--- src/rtl/multicast_scheduler_if.sv ---
`default_nettype none
// ============================================================================
// Module      : multicast_scheduler_if
// Description : Request/grant bundle between the input FIFOs / output ports
//               and the 4-port multicast crossbar scheduler.
//               req_valid  [3:0]   head-of-line packet present per input
//               req_target [15:0]  4-bit target mask per input (input i at 4i)
//               out_ready  [3:0]   output j can accept a packet this cycle
//               grant      [15:0]  bit 4i+j = input i drives output j
//               out_valid  [3:0]   output j carries a packet this cycle
//               out_src    [7:0]   winning input index per output (2j+1:2j)
//               pop        [3:0]   read-enable pulse back to input FIFO i
//               zero_tgt_cnt       saturating count of zero-target packets
//               master: FIFO/port side, slave: scheduler side.
// Revision    : 1.0 - initial release
// ============================================================================
interface multicast_scheduler_if #(
  parameter int CNT_W = 8
);
  logic [3:0]       req_valid;
  logic [15:0]      req_target;
  logic [3:0]       out_ready;
  logic [15:0]      grant;
  logic [3:0]       out_valid;
  logic [7:0]       out_src;
  logic [3:0]       pop;
  logic [CNT_W-1:0] zero_tgt_cnt;

  modport master (
    output req_valid, req_target, out_ready,
    input  grant, out_valid, out_src, pop, zero_tgt_cnt
  );

  modport slave (
    input  req_valid, req_target, out_ready,
    output grant, out_valid, out_src, pop, zero_tgt_cnt
  );
endinterface
`default_nettype wire

--- src/rtl/multicast_scheduler.sv ---
`default_nettype none
// ============================================================================
// Module      : multicast_scheduler
// Description : Crossbar scheduler for a 4-port switch. Each output keeps a
//               round-robin pointer over the inputs; each input keeps a mask
//               of targets already served for its head packet, so a
//               multicast packet is delivered target by target and popped
//               once every target has been served. Zero-target packets are
//               popped without a grant and counted (saturating).
// Ports       : clk, rst_n (async active-low), bus (slave modport, see
//               multicast_scheduler_if). CNT_W must match the interface.
// Revision    : 1.0 - initial release
// ============================================================================
module multicast_scheduler #(
  parameter int NUM_PORTS = 4,
  parameter int CNT_W     = 8
) (
  input  logic                 clk,
  input  logic                 rst_n,
  multicast_scheduler_if.slave bus
);

  // Registered state
  logic [3:0]       r_served [NUM_PORTS];
  logic [1:0]       r_ptr    [NUM_PORTS];
  logic [15:0]      r_grant;
  logic [3:0]       r_out_valid;
  logic [7:0]       r_out_src;
  logic [3:0]       r_pop;
  logic [CNT_W-1:0] r_zero_cnt;

  // Combinational decision for the current cycle
  logic [3:0]       w_target  [NUM_PORTS];
  logic [3:0]       w_pend    [NUM_PORTS];
  logic [3:0]       w_win     [NUM_PORTS]; // [input][output]
  logic [3:0]       w_elig;
  logic [3:0]       w_win_any;
  logic [1:0]       w_win_idx [NUM_PORTS];
  logic [3:0]       w_zero;
  logic [3:0]       w_done;
  logic [2:0]       w_nzero;
  logic [CNT_W:0]   w_cnt_sum;

  genvar gi;
  generate
    for (gi = 0; gi < NUM_PORTS; gi++) begin : g_unpack
      assign w_target[gi] = bus.req_target[gi*4 +: 4];
    end
  endgenerate

  always_comb begin
    // A popped head is stale for one cycle until the FIFO advances.
    w_elig = bus.req_valid & ~r_pop;
    for (int i = 0; i < NUM_PORTS; i++) begin
      w_pend[i] = w_elig[i] ? (w_target[i] & ~r_served[i]) : 4'b0000;
      w_win[i]  = 4'b0000;
    end

    // Per-output round-robin: scan from the pointer, first pending input wins.
    // The 2-bit index sum wraps 3 -> 0 naturally.
    for (int j = 0; j < NUM_PORTS; j++) begin
      w_win_any[j] = 1'b0;
      w_win_idx[j] = r_ptr[j];
      if (bus.out_ready[j]) begin
        for (int k = 0; k < NUM_PORTS; k++) begin
          if (!w_win_any[j] && w_pend[r_ptr[j] + 2'(k)][j]) begin
            w_win_any[j] = 1'b1;
            w_win_idx[j] = r_ptr[j] + 2'(k);
          end
        end
      end
    end

    for (int i = 0; i < NUM_PORTS; i++) begin
      for (int j = 0; j < NUM_PORTS; j++) begin
        w_win[i][j] = w_win_any[j] && (w_win_idx[j] == 2'(i));
      end
    end

    // Pop when every target bit is covered by earlier or current wins.
    w_nzero = 3'd0;
    for (int i = 0; i < NUM_PORTS; i++) begin
      w_zero[i] = w_elig[i] && (w_target[i] == 4'b0000);
      w_done[i] = w_elig[i] && (w_target[i] != 4'b0000) &&
                  ((w_target[i] & ~(r_served[i] | w_win[i])) == 4'b0000);
      w_nzero   = w_nzero + 3'(w_zero[i]);
    end
    w_cnt_sum = {1'b0, r_zero_cnt} + (CNT_W+1)'(w_nzero);
  end

  always_ff @(posedge clk or negedge rst_n) begin
    if (!rst_n) begin
      for (int i = 0; i < NUM_PORTS; i++) begin
        r_served[i] <= 4'b0000;
        r_ptr[i]    <= 2'd0;
      end
      r_grant     <= '0;
      r_out_valid <= '0;
      r_out_src   <= '0;
      r_pop       <= '0;
      r_zero_cnt  <= '0;
    end else begin
      for (int i = 0; i < NUM_PORTS; i++) begin
        r_grant[i*4 +: 4] <= w_win[i];
        r_pop[i]          <= w_done[i] | w_zero[i];
        if (w_done[i]) begin
          r_served[i] <= 4'b0000;
        end else begin
          r_served[i] <= r_served[i] | w_win[i];
        end
      end
      for (int j = 0; j < NUM_PORTS; j++) begin
        r_out_valid[j]     <= w_win_any[j];
        r_out_src[j*2 +: 2] <= w_win_any[j] ? w_win_idx[j] : 2'd0;
        if (w_win_any[j]) begin
          r_ptr[j] <= w_win_idx[j] + 2'd1;
        end
      end
      if (w_cnt_sum[CNT_W]) begin
        r_zero_cnt <= '1;
      end else begin
        r_zero_cnt <= w_cnt_sum[CNT_W-1:0];
      end
    end
  end

  assign bus.grant        = r_grant;
  assign bus.out_valid    = r_out_valid;
  assign bus.out_src      = r_out_src;
  assign bus.pop          = r_pop;
  assign bus.zero_tgt_cnt = r_zero_cnt;

endmodule
`default_nettype wire

--- src/flat_wrapper.sv ---
// flat-port wrapper written by rule: the top's interface ports become plain ports
module multicast_scheduler_flat 
#(
  parameter int NUM_PORTS = 4,
  parameter int CNT_W     = 8
)
  (clk, rst_n, bus_req_valid, bus_req_target, bus_out_ready, bus_grant, bus_out_valid, bus_out_src, bus_pop, bus_zero_tgt_cnt);
  multicast_scheduler_if #(.CNT_W(CNT_W)) bus_i ();
  input  logic clk;
  input  logic rst_n;
  input wire logic [$bits(bus_i.req_valid)-1:0] bus_req_valid;
  input wire logic [$bits(bus_i.req_target)-1:0] bus_req_target;
  input wire logic [$bits(bus_i.out_ready)-1:0] bus_out_ready;
  output wire logic [$bits(bus_i.grant)-1:0] bus_grant;
  output wire logic [$bits(bus_i.out_valid)-1:0] bus_out_valid;
  output wire logic [$bits(bus_i.out_src)-1:0] bus_out_src;
  output wire logic [$bits(bus_i.pop)-1:0] bus_pop;
  output wire logic [$bits(bus_i.zero_tgt_cnt)-1:0] bus_zero_tgt_cnt;
  assign bus_i.req_valid = bus_req_valid;
  assign bus_i.req_target = bus_req_target;
  assign bus_i.out_ready = bus_out_ready;
  assign bus_grant = bus_i.grant;
  assign bus_out_valid = bus_i.out_valid;
  assign bus_out_src = bus_i.out_src;
  assign bus_pop = bus_i.pop;
  assign bus_zero_tgt_cnt = bus_i.zero_tgt_cnt;
  multicast_scheduler #(.NUM_PORTS(NUM_PORTS), .CNT_W(CNT_W)) u_core (.clk(clk), .rst_n(rst_n), .bus(bus_i));
endmodule
--- config.mk ---
export PLATFORM = sky130hd
export DESIGN_NAME = multicast_scheduler_flat
export DESIGN_NICKNAME = d
export VERILOG_FILES = /design/src/rtl/multicast_scheduler_if.sv /design/src/rtl/multicast_scheduler.sv /design/src/flat_wrapper.sv
export SDC_FILE = /design/constraint.sdc
export NUM_CORES = 1
export LEC_CHECK = 0
export CORE_UTILIZATION = 45
export CTS_BUF_LIST = sky130_fd_sc_hd__clkbuf_8
export CTS_CLUSTER_DIAMETER = 100
export DETAILED_ROUTE_END_ITERATION = 10
export MAX_ROUTING_LAYER = met4
export PLACE_DENSITY_LB_ADDON = 0.08
export SLEW_MARGIN = 20
export SYNTH_ARGS = -nofsm -noshare
export SYNTH_HDL_FRONTEND = slang
export SYNTH_SLANG_ARGS = --single-unit
--- constraint.sdc ---
create_clock -name clk -period 8.4 [get_ports clk]
set_input_delay 1.68 -clock clk [delete_from_list [all_inputs] [get_ports clk]]
set_output_delay 1.68 -clock clk [all_outputs]
set_load 0.05 [all_outputs]
======== Word level (Yosys, flattened, before mapping) ========
Index checks and enable logic that the tools add are counted.
storage, ports and cells
  register bits ........................... 64
  output and inout bits ................... 40
  logic and storage cells ................. 280
cells by class
  add/sub/neg operators ................... 20
  $lt $le $gt $ge ......................... 16
  equal/unequal tests ..................... 12
  muxes and demuxes ....................... 109
  bitwise operators ....................... 42
  reduce and logical (&&, ||, !) cells .... 68
operator list
  operator                                                  count
  binary-select mux 4 bit (select 2 bit)                    16
  2-to-1 mux 4 bit                                          16
  2-to-1 mux 2 bit                                          28
  greater-or-equal comparator 3 bit, second input constant  16
  NOT 2 -> 3 bit                                            16
  logical AND 1 bit                                         40
  2-to-1 mux 1 bit                                          40
  AND 4 bit                                                 9
  NOT 4 bit                                                 9
  zero test 4 bit                                           8
  2-to-1 mux 3 bit                                          8
  adder 2 x 1 -> 2 bit, second input constant               8
  adder 2 bit, second input constant                        8
  == test 2 bit, second input constant                      8
  OR 4 bit                                                  4
  nonzero test 4 bit                                        4
  zero test 1 bit                                           12
  adder 8 x 3 -> 9 bit                                      1
  == test 2 x 1 -> 1 bit, second input constant             4
  zero test 2 bit                                           4
  2-to-1 mux 8 bit                                          1
  adder 3 x 1 -> 3 bit                                      2
  OR 1 bit                                                  4
  adder 1 x 1 -> 2 bit                                      1

======== Logic depth before layout (Yosys ltp) ========
  depth after elaboration ................. 28
  mapped depth ............................ 15
  depth with buffers taken out ............ 15

======== Least setup slack after synthesis ========
No wires, ideal clock.
  path kind ............................... in2reg
  start point ............................. in bus_req_target[5]
  end point ............................... reg u_core.r_zero_cnt[0] (netlist: u_core.bus.zero_tgt_cnt[0])
  setup time .............................. 0.073 ns
  data arrival time ....................... 4.447 ns
  required time ........................... 8.327 ns
  setup slack ............................. 3.880 ns
  stages .................................. 14
  buffers on the path ..................... 0
  cells stage by stage .................... or4_1 > nor3b_1 > ha_1 > inv_1 > fa_1 > inv_1 > ha_1 > inv_1 > fa_1 > inv_1 > a21oi_1 > nor2_1 > nand3_1 > nand2b_1
on the way
  word-level cells in the longest chain between the ends .. 7
RTL lines
  item                               line                        text
  from (decl)                        flat_wrapper.sv:12          input wire logic [$bits(bus_i.req_target)-1:0] bus_req_target;
  zero test 4 bit                    multicast_scheduler.sv:83   w_zero[i] = w_elig[i] && (w_target[i] == 4'b0000);
  logical AND 1 bit                  multicast_scheduler.sv:83
  adder 1 x 1 -> 2 bit               multicast_scheduler.sv:86   w_nzero = w_nzero + 3'(w_zero[i]);
  adder 3 x 1 -> 3 bit (2 in a row)  multicast_scheduler.sv:86
  adder 8 x 3 -> 9 bit               multicast_scheduler.sv:88   w_cnt_sum = {1'b0, r_zero_cnt} + (CNT_W+1)'(w_nzero);
  2-to-1 mux 8 bit                   multicast_scheduler.sv:119  if (w_cnt_sum[CNT_W]) begin
  to (signal assigned)               multicast_scheduler.sv:122  r_zero_cnt <= w_cnt_sum[CNT_W-1:0];
  to (decl)                          multicast_scheduler.sv:30   logic [CNT_W-1:0] r_zero_cnt;
No other way between the ends.
A chain may end at the register's enable or synchronous reset.

======== Worst setup path in the final report ========
Same ends and word-level chain as after synthesis.

==> impl_metrics.csv <==
group,metric,value,unit
cells_and_area,multiInputGateArea,2000,um2
route,drt-vias-per-instance,5.92,
hold_path,hold_depth,2,
setup_path,cp.arrival,5.11,ns
power,p_switching,0.672,mW
logic_synthesis,synth_top_area_cell,"dfrtp_1",
clock_tree,clk_pin_slew,0.06,ns
logic_synthesis,syn_inst,373,
power,p_int,0.880,mW
floorplanning,rows,32,
floorplanning,pin_count,66,
cells_and_area,final_cell_mix,"clkdlybuf4s50_1, dfrtp_1, inv_1, nor2_1, nand2_1",
floorplanning,core-area,7890,um2
setup_path,crit_type,"in -> reg",
floorplanning,die_h,93.3,um
power,power_frac_seq,33.1,%
logic_synthesis,synth_cell_types,73,
sta,hold-worst-slack,0.562,ns
clock_tree,clkLatencyLatePin,0.34,ns
clock_tree,cts_resized,0,
floorplanning,die_w,93.3,um
placement,hpwl,6790,um
logic_synthesis,synthFlopType,"dfrtp_1",
power,p_comb_share,47.9,%
setup_path,crit_end,"u_core.bus.zero_tgt_cnt[0]",
clock_tree,cts_tree,"done",
sta,rsz0062_at_grt,"no",
setup_path,reg2reg_depth,14,
logic_synthesis,syn_nets,406,
cells_and_area,layoutNonFillerInstCount,546,
setup_path,worstPathMaxFanout,6,
route,wl_per_cell,16.9,um
clock_tree,ctsHoldBuffers,0,
clock_tree,clock_sinks,64,
placement,routabilityCongestion,0.873,
placement,placed_cells,531,
setup_path,critPathCaptureType,"register",
sta,tns,0,ns
sta,period_minus_slack,4.84,ns
power,vdd.ir_drop.worst,0.148,mV
logic_synthesis,synth-seq-cells,64,
clock_tree,cts_buffers,9,
sta,relSlewSlack,33.6,%
logic_synthesis,yosys-top-cells-area,"dfrtp_1, inv_1, nor2_1",
route,drt_iter0_drc,227,
route,ant_nets,0,
hold_path,worstHoldPathType,"reg -> reg",
cells_and_area,drive_gt1_share,9.23,%
logic_synthesis,synth.yosys.seq_area_share,42.7,%
route,drc,0,
placement,port_buffers,65,
route,via_count,3235,
setup_path,rrSetupSlack,5.32,ns
setup_path,critPathLaunchType,"primary input",
floorplanning,die_area,8710,um2
setup_path,rr_startpoint,"u_core.bus.pop[0]",
clock_tree,htreeDepth,3,
clock_tree,postCtsSetupBuffers,0,
sta,finalMaxSlewViolations,0,
grt,antenna_found_initial,0,
cells_and_area,nFillCells,706,
grt,grt_pass1_wl,15100,um
cells_and_area,areaGrowthSynthToFinish,25.8,%
job,drv_cap,0,
sta,finalSetupViolCount,0,
setup_path,startpoint,"bus_req_target[5]",
grt,grt_overflow,0,
power,clkPwrFrac,19.0,%
logic_synthesis,ys_warn_count,0,
logic_synthesis,synth_edf_count,0,
sta,fin_crit_sh,57.6,%
grt,grt_pass1_vias,2994,
power,sw_frac_of_total,43.3,%
grt,grt_util_all_layers,23.3,%
sta,finalClockSkew,0.00638,ns
clock_tree,cts_max_path_buffers,2,
sta,fmax,0.207,GHz
logic_synthesis,syn-cell-area,3750,um2
sta,setup_slack,3.56,ns
logic_synthesis,synth.top_cell.area_share,42.7,%
cells_and_area,nets,473,
outcome,run_status,"completed",
cells_and_area,n_antenna_cell,0,
route,dr.pass1.iters,4,
sta,final_hold_viol_count,0,
placement,dp_slack,3.23,ns
logic_synthesis,synthArstFlopShare,100,%
logic_synthesis,avgSynthCellArea,10.1,um2
route,routed_wirelength,9230,um
power,power.total,1.55,mW
grt,grt_max_degree,65,
power,p_leak,2.04,nW
cells_and_area,seq_area,1600,um2
setup_path,r2r-end,"u_core.bus.zero_tgt_cnt[0]",
clock_tree,ctsRootBufferMaster,"clkbuf_8",
sta,tightest_slew,0.983,ns
power,power_density,329,nW/um2
floorplanning,start_util,47.6,%
setup_path,cp.required,8.67,ns
==> Yosys cell counts, types with 4 or more instances <==
library cell,number
a211oi_1,5
a21oi_1,14
a22o_1,4
a22oi_1,6
a2bb2oi_1,8
a31oi_1,6
and4bb_2,6
clkbuf_1,8
dfrtp_1,64
ha_1,5
inv_1,29
nand2_1,22
nand2b_1,5
nand3_1,9
nand4bb_1,9
nor2_1,29
nor2b_1,10
nor3_1,8
nor3b_1,4
nor4bb_1,9
o21ai_0,17
o22ai_1,5
o311ai_0,4
or4bb_1,5
xnor2_1,6
==> per-layer routing <==
metal	global-route usage (%)	wire, um
met5	-	0
met1	31.8	4420
met3	3.74	331
met2	35.6	4360
met4	7.44	109
==> power groups by stage <==
stage	registers, mW	clock network, mW	logic (mW)
after detailed placement	0.515	0	0.739
after global placement	0.512	0	0.731
after floorplan	0.621	0	0.427
after CTS	0.510	0.305	0.742
final	0.513	0.296	0.743
after global routing	0.528	0.318	0.806
==> area by class of cell <==
class | instances | area share (%)
well taps | 102 | 2.70
clock buffers | 11 | 3.21
repair buffers | 67 | 14.0
clock inverters | 4 | 1.46
flip-flops and latches | 64 | 33.9
inverters | 29 | 2.31
multi-input cells | 269 | 42.4
==> cell families after synthesis <==
family | after synthesis | synth area share, %
simple gates | 136 | 23.5
fa+ha+maj | 7 | 2.73
compound gates | 118 | 25.0
flops | 64 | 42.7
buf+inv | 40 | 4.33
xor+xnor | 8 | 1.87
==> critical path, stage by stage <==
cell             delay, ns
clkdlybuf4s50_1       0.44
or4_1                 0.56
nor3b_1               0.30
ha_1                  0.29
inv_1                 0.08
fa_1                  0.41
inv_1                 0.06
ha_1                  0.15
inv_1                 0.05
fa_1                  0.40
inv_1                 0.07
a21oi_1               0.09
nor2_1                0.19
nand3_1               0.21
nand2b_1              0.12
==> sequential cells by signal, summed over array words and instances (netlist names) <==
signal,cells
u_core.bus.grant,16
u_core.r_served,16
u_core.bus.out_src,8
u_core.bus.zero_tgt_cnt,8
u_core.r_ptr,8
u_core.bus.out_valid,4
u_core.bus.pop,4
==> per-stage QoR <==
step / instance area, um2 / utilization (%)
6_report: 4720 / 59.9
5_1_grt: 4720 / 59.9
4_1_cts: 4710 / 59.7
3_5_place_dp: 4490 / 56.9
3_3_place_gp: 4490 / 56.9
2_1_floorplan: 3750 / -
==> how the worst min path moves through the flow <==
| stage | from | end | slack, ns |
|---|---|---|---|
| global route | u_core.bus.zero_tgt_cnt[5] | u_core.bus.zero_tgt_cnt[5] | 0.60 |
| CTS | u_core.r_served[2] | u_core.r_served[2] | 0.56 |
| detailed placement | u_core.r_served[2] | u_core.r_served[2] | 0.55 |
| floorplan | u_core.r_served[2] | u_core.r_served[2] | 0.51 |
| global placement | u_core.r_served[2] | u_core.r_served[2] | 0.54 |
| finish | u_core.r_served[2] | u_core.r_served[2] | 0.56 |
(Power assumes the default switching activity.)
